--- src/rtl/mdu_pkg.sv ---
// Shared types and constants for the multiply/divide unit.
// Holds the divide opcode and FSM state encodings plus small sign helpers.
package mdu_pkg;

   localparam int XLEN  = 64;
   localparam int WLEN  = 32;
   localparam int CNT_W = 7;

   typedef enum logic [1:0] {
      OP_DIV  = 2'd0,
      OP_DIVU = 2'd1,
      OP_REM  = 2'd2,
      OP_REMU = 2'd3
   } div_op_e;

   typedef enum logic [1:0] {
      S_IDLE = 2'd0,
      S_CALC = 2'd1,
      S_DONE = 2'd2
   } div_state_e;

   // Sign-extend a word result to the full register width.
   function automatic logic [XLEN-1:0] sext_word(input logic [WLEN-1:0] v);
      return {{(XLEN-WLEN){v[WLEN-1]}}, v};
   endfunction

   // DIV and REM treat their operands as two's complement.
   function automatic logic op_is_signed(input div_op_e op);
      return (op == OP_DIV) || (op == OP_REM);
   endfunction

   // REM and REMU return the remainder instead of the quotient.
   function automatic logic op_is_rem(input div_op_e op);
      return (op == OP_REM) || (op == OP_REMU);
   endfunction

endpackage

--- src/rtl/div_step.sv ---
// One restoring division iteration on unsigned magnitudes.
// The partial remainder takes in the next dividend bit from the top of quo,
// and the new quotient bit is shifted into the bottom of quo.
module div_step
   import mdu_pkg::*;
(
   input  logic [XLEN-1:0] rem,
   input  logic [XLEN-1:0] quo,
   input  logic [XLEN-1:0] dvs,
   output logic [XLEN-1:0] next_rem,
   output logic [XLEN-1:0] next_quo
);

   // The shifted remainder can reach 2*dvs-1, so it needs one extra bit.
   logic [XLEN:0] shifted;
   logic [XLEN:0] diff;

   assign shifted = {rem, quo[XLEN-1]};
   assign diff    = shifted - {1'b0, dvs};

   // Subtract the divisor when it fits, otherwise restore (keep) the shifted value.
   always_comb begin
      next_rem = shifted[XLEN-1:0];
      next_quo = {quo[XLEN-2:0], 1'b0};
      if (shifted >= {1'b0, dvs}) begin
         next_rem = diff[XLEN-1:0];
         next_quo = {quo[XLEN-2:0], 1'b1};
      end
   end

endmodule

--- src/rtl/div_iter.sv ---
// Iterative radix-2 restoring divider for DIV/DIVU/REM/REMU and their W forms.
// Runs 64 steps (32 for W ops) on operand magnitudes, then applies a sign
// and special-case fixup in one extra cycle before presenting the result.
// Optional build macro DIV_FAST_SPECIAL_EN: divide-by-zero and signed
// overflow skip the iteration and respond one cycle after accept.
module div_iter
   import mdu_pkg::*;
(
   input  logic            clock,
   input  logic            reset,
   input  logic            flush,
   input  logic            req_valid,
   output logic            req_ready,
   input  logic [1:0]      req_op,
   input  logic            req_word,
   input  logic [XLEN-1:0] req_src1,
   input  logic [XLEN-1:0] req_src2,
   output logic            resp_valid,
   input  logic            resp_ready,
   output logic [XLEN-1:0] resp_result,
   output logic [1:0]      dbg_state
);

   // Handshakes: a transfer happens on a rising edge where valid && ready.
   // req_ready is high only in IDLE; resp_valid stays high with resp_result
   // frozen until resp_ready is seen, and only flush or reset drops it early.
   // flush beats any handshake on the same edge.

   div_state_e       state;
   logic [CNT_W-1:0] counter;
   div_op_e          op_q;
   logic             word_q;
   logic             qsign_q;
   logic             rsign_q;
   logic             dz_q;
   logic             ovf_q;
   logic [XLEN-1:0]  rem_q;
   logic [XLEN-1:0]  quo_q;
   logic [XLEN-1:0]  dvs_q;
   logic [XLEN-1:0]  dividend_q;

   logic [XLEN-1:0]  step_rem;
   logic [XLEN-1:0]  step_quo;

   div_op_e          acc_op;
   logic             acc_signed;
   logic [XLEN-1:0]  acc_a;
   logic [XLEN-1:0]  acc_b;
   logic             acc_s1;
   logic             acc_s2;
   logic [XLEN-1:0]  acc_abs_a;
   logic [XLEN-1:0]  acc_abs_b;
   logic [XLEN-1:0]  acc_min;
   logic             acc_dz;
   logic             acc_ovf;
   logic [XLEN-1:0]  acc_quo;
   logic [CNT_W-1:0] acc_cnt;

   logic [XLEN-1:0]  q_raw;
   logic [XLEN-1:0]  q_val;
   logic [XLEN-1:0]  r_val;
   logic [XLEN-1:0]  fix_sel;
   logic [XLEN-1:0]  fix_result;

   assign dbg_state = state;

   div_step u_step (
      .rem      (rem_q),
      .quo      (quo_q),
      .dvs      (dvs_q),
      .next_rem (step_rem),
      .next_quo (step_quo)
   );

   // Operand preparation at accept: width/sign extension, magnitudes, special cases.
   always_comb begin
      acc_op     = div_op_e'(req_op);
      acc_signed = op_is_signed(acc_op);
      acc_a      = req_src1;
      acc_b      = req_src2;
      if (req_word) begin
         acc_a = acc_signed ? sext_word(req_src1[WLEN-1:0])
                            : {{(XLEN-WLEN){1'b0}}, req_src1[WLEN-1:0]};
         acc_b = acc_signed ? sext_word(req_src2[WLEN-1:0])
                            : {{(XLEN-WLEN){1'b0}}, req_src2[WLEN-1:0]};
      end
      acc_s1    = acc_signed & acc_a[XLEN-1];
      acc_s2    = acc_signed & acc_b[XLEN-1];
      acc_abs_a = acc_s1 ? (~acc_a + 1'b1) : acc_a;
      acc_abs_b = acc_s2 ? (~acc_b + 1'b1) : acc_b;
      acc_min   = req_word ? sext_word({1'b1, {(WLEN-1){1'b0}}})
                           : {1'b1, {(XLEN-1){1'b0}}};
      acc_dz    = (acc_b == '0);
      acc_ovf   = acc_signed && (acc_a == acc_min) && (acc_b == '1);
      // A W-op magnitude fits in 32 bits; park it at the top so the
      // first step consumes its most significant bit.
      acc_quo   = req_word ? (acc_abs_a << WLEN) : acc_abs_a;
      acc_cnt   = req_word ? CNT_W'(WLEN) : CNT_W'(XLEN);
`ifdef DIV_FAST_SPECIAL_EN
      if (acc_dz || acc_ovf) begin
         acc_cnt = '0;
      end
`else
`endif
   end

   // Fixup: restore signs, force architectural results for the special cases.
   always_comb begin
      q_raw = word_q ? {{(XLEN-WLEN){1'b0}}, quo_q[WLEN-1:0]} : quo_q;
      q_val = qsign_q ? (~q_raw + 1'b1) : q_raw;
      r_val = rsign_q ? (~rem_q + 1'b1) : rem_q;
      if (dz_q) begin
         q_val = '1;
         r_val = dividend_q;
      end else if (ovf_q) begin
         q_val = dividend_q;
         r_val = '0;
      end
      fix_sel    = op_is_rem(op_q) ? r_val : q_val;
      fix_result = word_q ? sext_word(fix_sel[WLEN-1:0]) : fix_sel;
   end

   // Control FSM with the iteration datapath and registered handshake outputs.
   always_ff @(posedge clock or posedge reset) begin
      if (reset) begin
         state       <= S_IDLE;
         counter     <= '0;
         req_ready   <= 1'b1;
         resp_valid  <= 1'b0;
         resp_result <= '0;
         op_q        <= OP_DIV;
         word_q      <= 1'b0;
         qsign_q     <= 1'b0;
         rsign_q     <= 1'b0;
         dz_q        <= 1'b0;
         ovf_q       <= 1'b0;
         rem_q       <= '0;
         quo_q       <= '0;
         dvs_q       <= '0;
         dividend_q  <= '0;
      end else if (flush) begin
         state      <= S_IDLE;
         counter    <= '0;
         req_ready  <= 1'b1;
         resp_valid <= 1'b0;
      end else begin
         case (state)
            S_IDLE: begin
               if (req_valid && req_ready) begin
                  state      <= S_CALC;
                  req_ready  <= 1'b0;
                  counter    <= acc_cnt;
                  op_q       <= acc_op;
                  word_q     <= req_word;
                  qsign_q    <= acc_s1 ^ acc_s2;
                  rsign_q    <= acc_s1;
                  dz_q       <= acc_dz;
                  ovf_q      <= acc_ovf;
                  rem_q      <= '0;
                  quo_q      <= acc_quo;
                  dvs_q      <= acc_abs_b;
                  dividend_q <= acc_a;
               end
            end
            S_CALC: begin
               if (counter != '0) begin
                  rem_q   <= step_rem;
                  quo_q   <= step_quo;
                  counter <= counter - CNT_W'(1);
               end else begin
                  resp_result <= fix_result;
                  resp_valid  <= 1'b1;
                  state       <= S_DONE;
               end
            end
            S_DONE: begin
               if (resp_ready) begin
                  resp_valid <= 1'b0;
                  req_ready  <= 1'b1;
                  state      <= S_IDLE;
               end
            end
            default: begin
               state      <= S_IDLE;
               req_ready  <= 1'b1;
               resp_valid <= 1'b0;
            end
         endcase
      end
   end

endmodule

--- config.mk ---
export PLATFORM = sky130hd
export DESIGN_NAME = div_iter
export DESIGN_NICKNAME = d
export VERILOG_FILES = /design/src/rtl/mdu_pkg.sv /design/src/rtl/div_step.sv /design/src/rtl/div_iter.sv
export SDC_FILE = /design/constraint.sdc
export NUM_CORES = 2
export LEC_CHECK = 0
export ABC_AREA = 1
export BUFFER_PORTS_ARGS = -buffer_cell sky130_fd_sc_hd__buf_2
export CAP_MARGIN = 40
export CORE_MARGIN = 2
export CORE_UTILIZATION = 35
export DETAILED_ROUTE_END_ITERATION = 10
export GPL_TIMING_DRIVEN = 0
export PLACE_DENSITY = 0.63
export SLEW_MARGIN = 20
export SYNTH_ARGS = -nofsm -noshare
export SYNTH_HDL_FRONTEND = slang
export SYNTH_SLANG_ARGS = --single-unit
--- constraint.sdc ---
create_clock -name clock -period 14.92 [get_ports clock]
set_input_delay 2.238 -clock clock [delete_from_list [all_inputs] [get_ports clock]]
set_output_delay 2.238 -clock clock [all_outputs]
set_load 0.02 [all_outputs]
==> impl_metrics.csv <==
group,metric,value,unit
outcome,status,"complete, no violations",
die,fp-row-count,109,
yosys,synth_edf_count,0,
clock_network,cts_tree,"yes",
timing,fmax,0.216,GHz
yosys,synth_common_cells,"nand2_1 (1,780), inv_1 (659), nor2_1 (557)",
clock_network,clk_latency,620,ps
yosys,synth_compound_area_share,13.4,%
die,die_area,0.0910,sq mm
die,fp.coreArea,0.0881,sq mm
timing,clock_skew,36.4,ps
clock_network,cts_buffers,43,
drt,drc,0,
clock_network,h-tree-depth,2,
timing,finalSetupTns,0,ps
placement,portBuffers,201,
die,io_pins,204,
cells_and_area,fin_nets,5719,
grt,grt_max_degree,90,
cells_and_area,final_layout_size_suffix_gt1_share,8.57,%
clock_network,cts_hold_buf,0,
cells_and_area,postLayoutCoreUtil,39.9,%
yosys,yosys.area.top_type,"dfrtp_1",
yosys,syn_avg_cell_area,5.90,sq um
yosys,ys_seq_elements,337,
timing,setup_viol_count_final,0,
power_and_ir_drop,p_per_area,179,mW/mm^2
cells_and_area,final_cells,6716,
clock_network,ctsResizeCount,0,
placement,dp.cells,6629,
drt,viasPerCell,5.48,
clock_network,postCtsSetupBuffers,0,
yosys,synth.most_common_cell,"nand2_1",
drt,wl,162,mm
timing,fin_crit,4620,ps
yosys,synthFlopType,"dfrtp_1",
critical_path,required,15390,ps
cells_and_area,finalInstanceArea,0.0352,sq mm
yosys,synth-warning-count,0,
yosys,yosys-top-cells-area,"dfrtp_1 (27%), nand2_1 (22%), nand3_1 (8.4%), inv_1 (8.0%), nor2_1 (6.7%)",
critical_path,worstPathArrival,5090,ps
yosys,synth_cell_types,56,
cells_and_area,fillers,10000,
clock_network,cts.sinks,337,
clock_network,clockBufferDepth,3,
yosys,synth_nets,5461,
grt,grt_overflow_total,0,
timing,period_share,31.0,%
placement,gp_congestion,1.02,
yosys,synth-simple-area-share,42.0,%
yosys,synth_xor_area_share,3.11,%
critical_path,setup.worst_path.class,"in2reg",
yosys,muxShareOfSynthArea,0,%
power_and_ir_drop,vdd_ir_drop_max,107,uV
power_and_ir_drop,p_leak,18.9,nW
yosys,syn-cell-area,0.0310,sq mm
yosys,yosysTopAreaCellShare,27.1,%
grt,grt_pass1_wl,231,mm
timing,maxSlewViolCount,0,
yosys,ys_seq_area_share,27.2,%
yosys,synth_top_family_by_area,"simple AND/OR/NAND/NOR gates",
drt,drtAntennaViolNets,0,
yosys,synthAdderAreaFrac,2.93,%
flow_run,cap_violations,0,
timing,tightest_slew,952,ps
die,start_util,35.2,%
yosys,netlist_instances,5253,
grt,grtUsageTotal,34.8,%
clock_network,root_buffer,"clkbuf_16",
yosys,async_flop_share,100,%
timing,maxSlewHeadroom,36.3,%
drt,firstDrtPassIters,6,
drt,drtIter0Drc,4270,
grt,grt_pass1_vias,34100,
timing,rsz0062_at_grt,"no",
drt,wire_per_inst,24.1,microns
die,die_w,302,microns
critical_path,crit_fanout,10,
critical_path,critPathCaptureType,"flip-flop",
cells_and_area,area_growth,13.5,%
placement,placed_area,0.0336,sq mm
critical_path,worstSetupStartpointType,"primary input",
grt,grt_antenna_before_repair,3,
drt,via_count,36800,
clock_network,clk_pin_slew_worst_paths,60,ps
timing,final-hold-violation-count,0,
die,die_h,302,microns
worst_hold_path,hp-class,"reg2reg",
placement,hpwl,136,mm
[through the flow]
stage | hold WS (ps) | setup slack, ps | power [mW]
final | 477 | 10300 | 6.29
after detailed placement | 465 | 9810 | 5.03
after global placement | 457 | -1340 | 5.00
after global routing | 489 | 10220 | 6.65
after CTS | 480 | 10430 | 6.18
after floorplan | 449 | 3350 | 3.66
[placed cells by master (no fill, tap or decap), drive strengths merged, types with 2 or more instances in the layout]
cell,n
o221ai,33
a31oi,14
xnor2,36
xor2,74
o21bai,16
o211ai,29
nor3,64
a32oi,2
or2,13
clkinvlp,2
o21ai,335
o21a,6
nand3b,36
nand2,1796
and3,4
clkbuf,169
a22o,4
ha,71
and2,5
clkinv,9
a211oi,7
nor4,18
a21oi,262
o31ai,4
nand4,64
a21o,2
a22oi,10
diode,7
bufinv,5
o311ai,4
buf,304
inv,690
nor2,579
nand3,528
o22ai,8
dfrtp,336
[layer usage]
metal  GRT usage, %  routed length [microns]
met5              0                        0
met2           51.2                    66900
met4           11.0                     5810
met1           51.0                    74700
met3           6.52                    14600
[state kept, by name, summed over array words and instances, names as in the netlist, 2 cells and up]
signal       flops
dividend_q      64
dbg_state        2
dvs_q           64
quo_q           64
rem_q           64
counter          7
resp_result     64
[power by group]
group	switching [mW]	total (mW)	internal, mW
clock network	0.473	1.14	0.671
registers	0.363	1.62	1.26
logic	2.54	3.52	0.978
total	3.38	6.29	2.91
[cells by family after synthesis]
logic type,count (synthesis)
compound gates,738
xor+xnor,110
fa+ha+maj,72
buf+inv,888
flops,337
simple gates,3108
[worst max-delay path, cell delays in order]
cell	delay [ps]
buf_2	180
inv_2	290
nand3_4	180
nand2_1	190
nand2_1	200
inv_1	220
buf_2	380
buf_2	420
nand2_1	120
o21ai_0	490
a31oi_1	150
[area by class of cell]
type                       instances  area, sq um  area share, %
antenna                            7         17.5         0.0498
buffer                           200          962           2.74
clock buffer                      60         1240           3.52
clock inverter                    18          258          0.733
inverter                         688         2590           7.36
multi-input combinational       4028        19000           54.1
sequential                       337         8430           24.0
tap                             1165         1460           4.14
timing repair buffer             213         1190           3.38
[final timing paths]
| kind | start | to | slack [ps] | depth (start not counted) |
|---|---|---|---|---|
| max | req_op[0] | quo_q[32] | 10300 | 11 |
| min | resp_result[25] | resp_result[25] | 480 | 2 |
| max reg2reg | quo_q[63] | rem_q[58] | 11650 | 16 |
| min reg2reg | resp_result[25] | resp_result[25] | 480 | 2 |
| max in group asynchronous | reset | dvs_q[53] | 11700 | 4 |
| min in group asynchronous | reset | resp_result[7] | 1740 | 2 |
(Power assumes the default switching activity.)
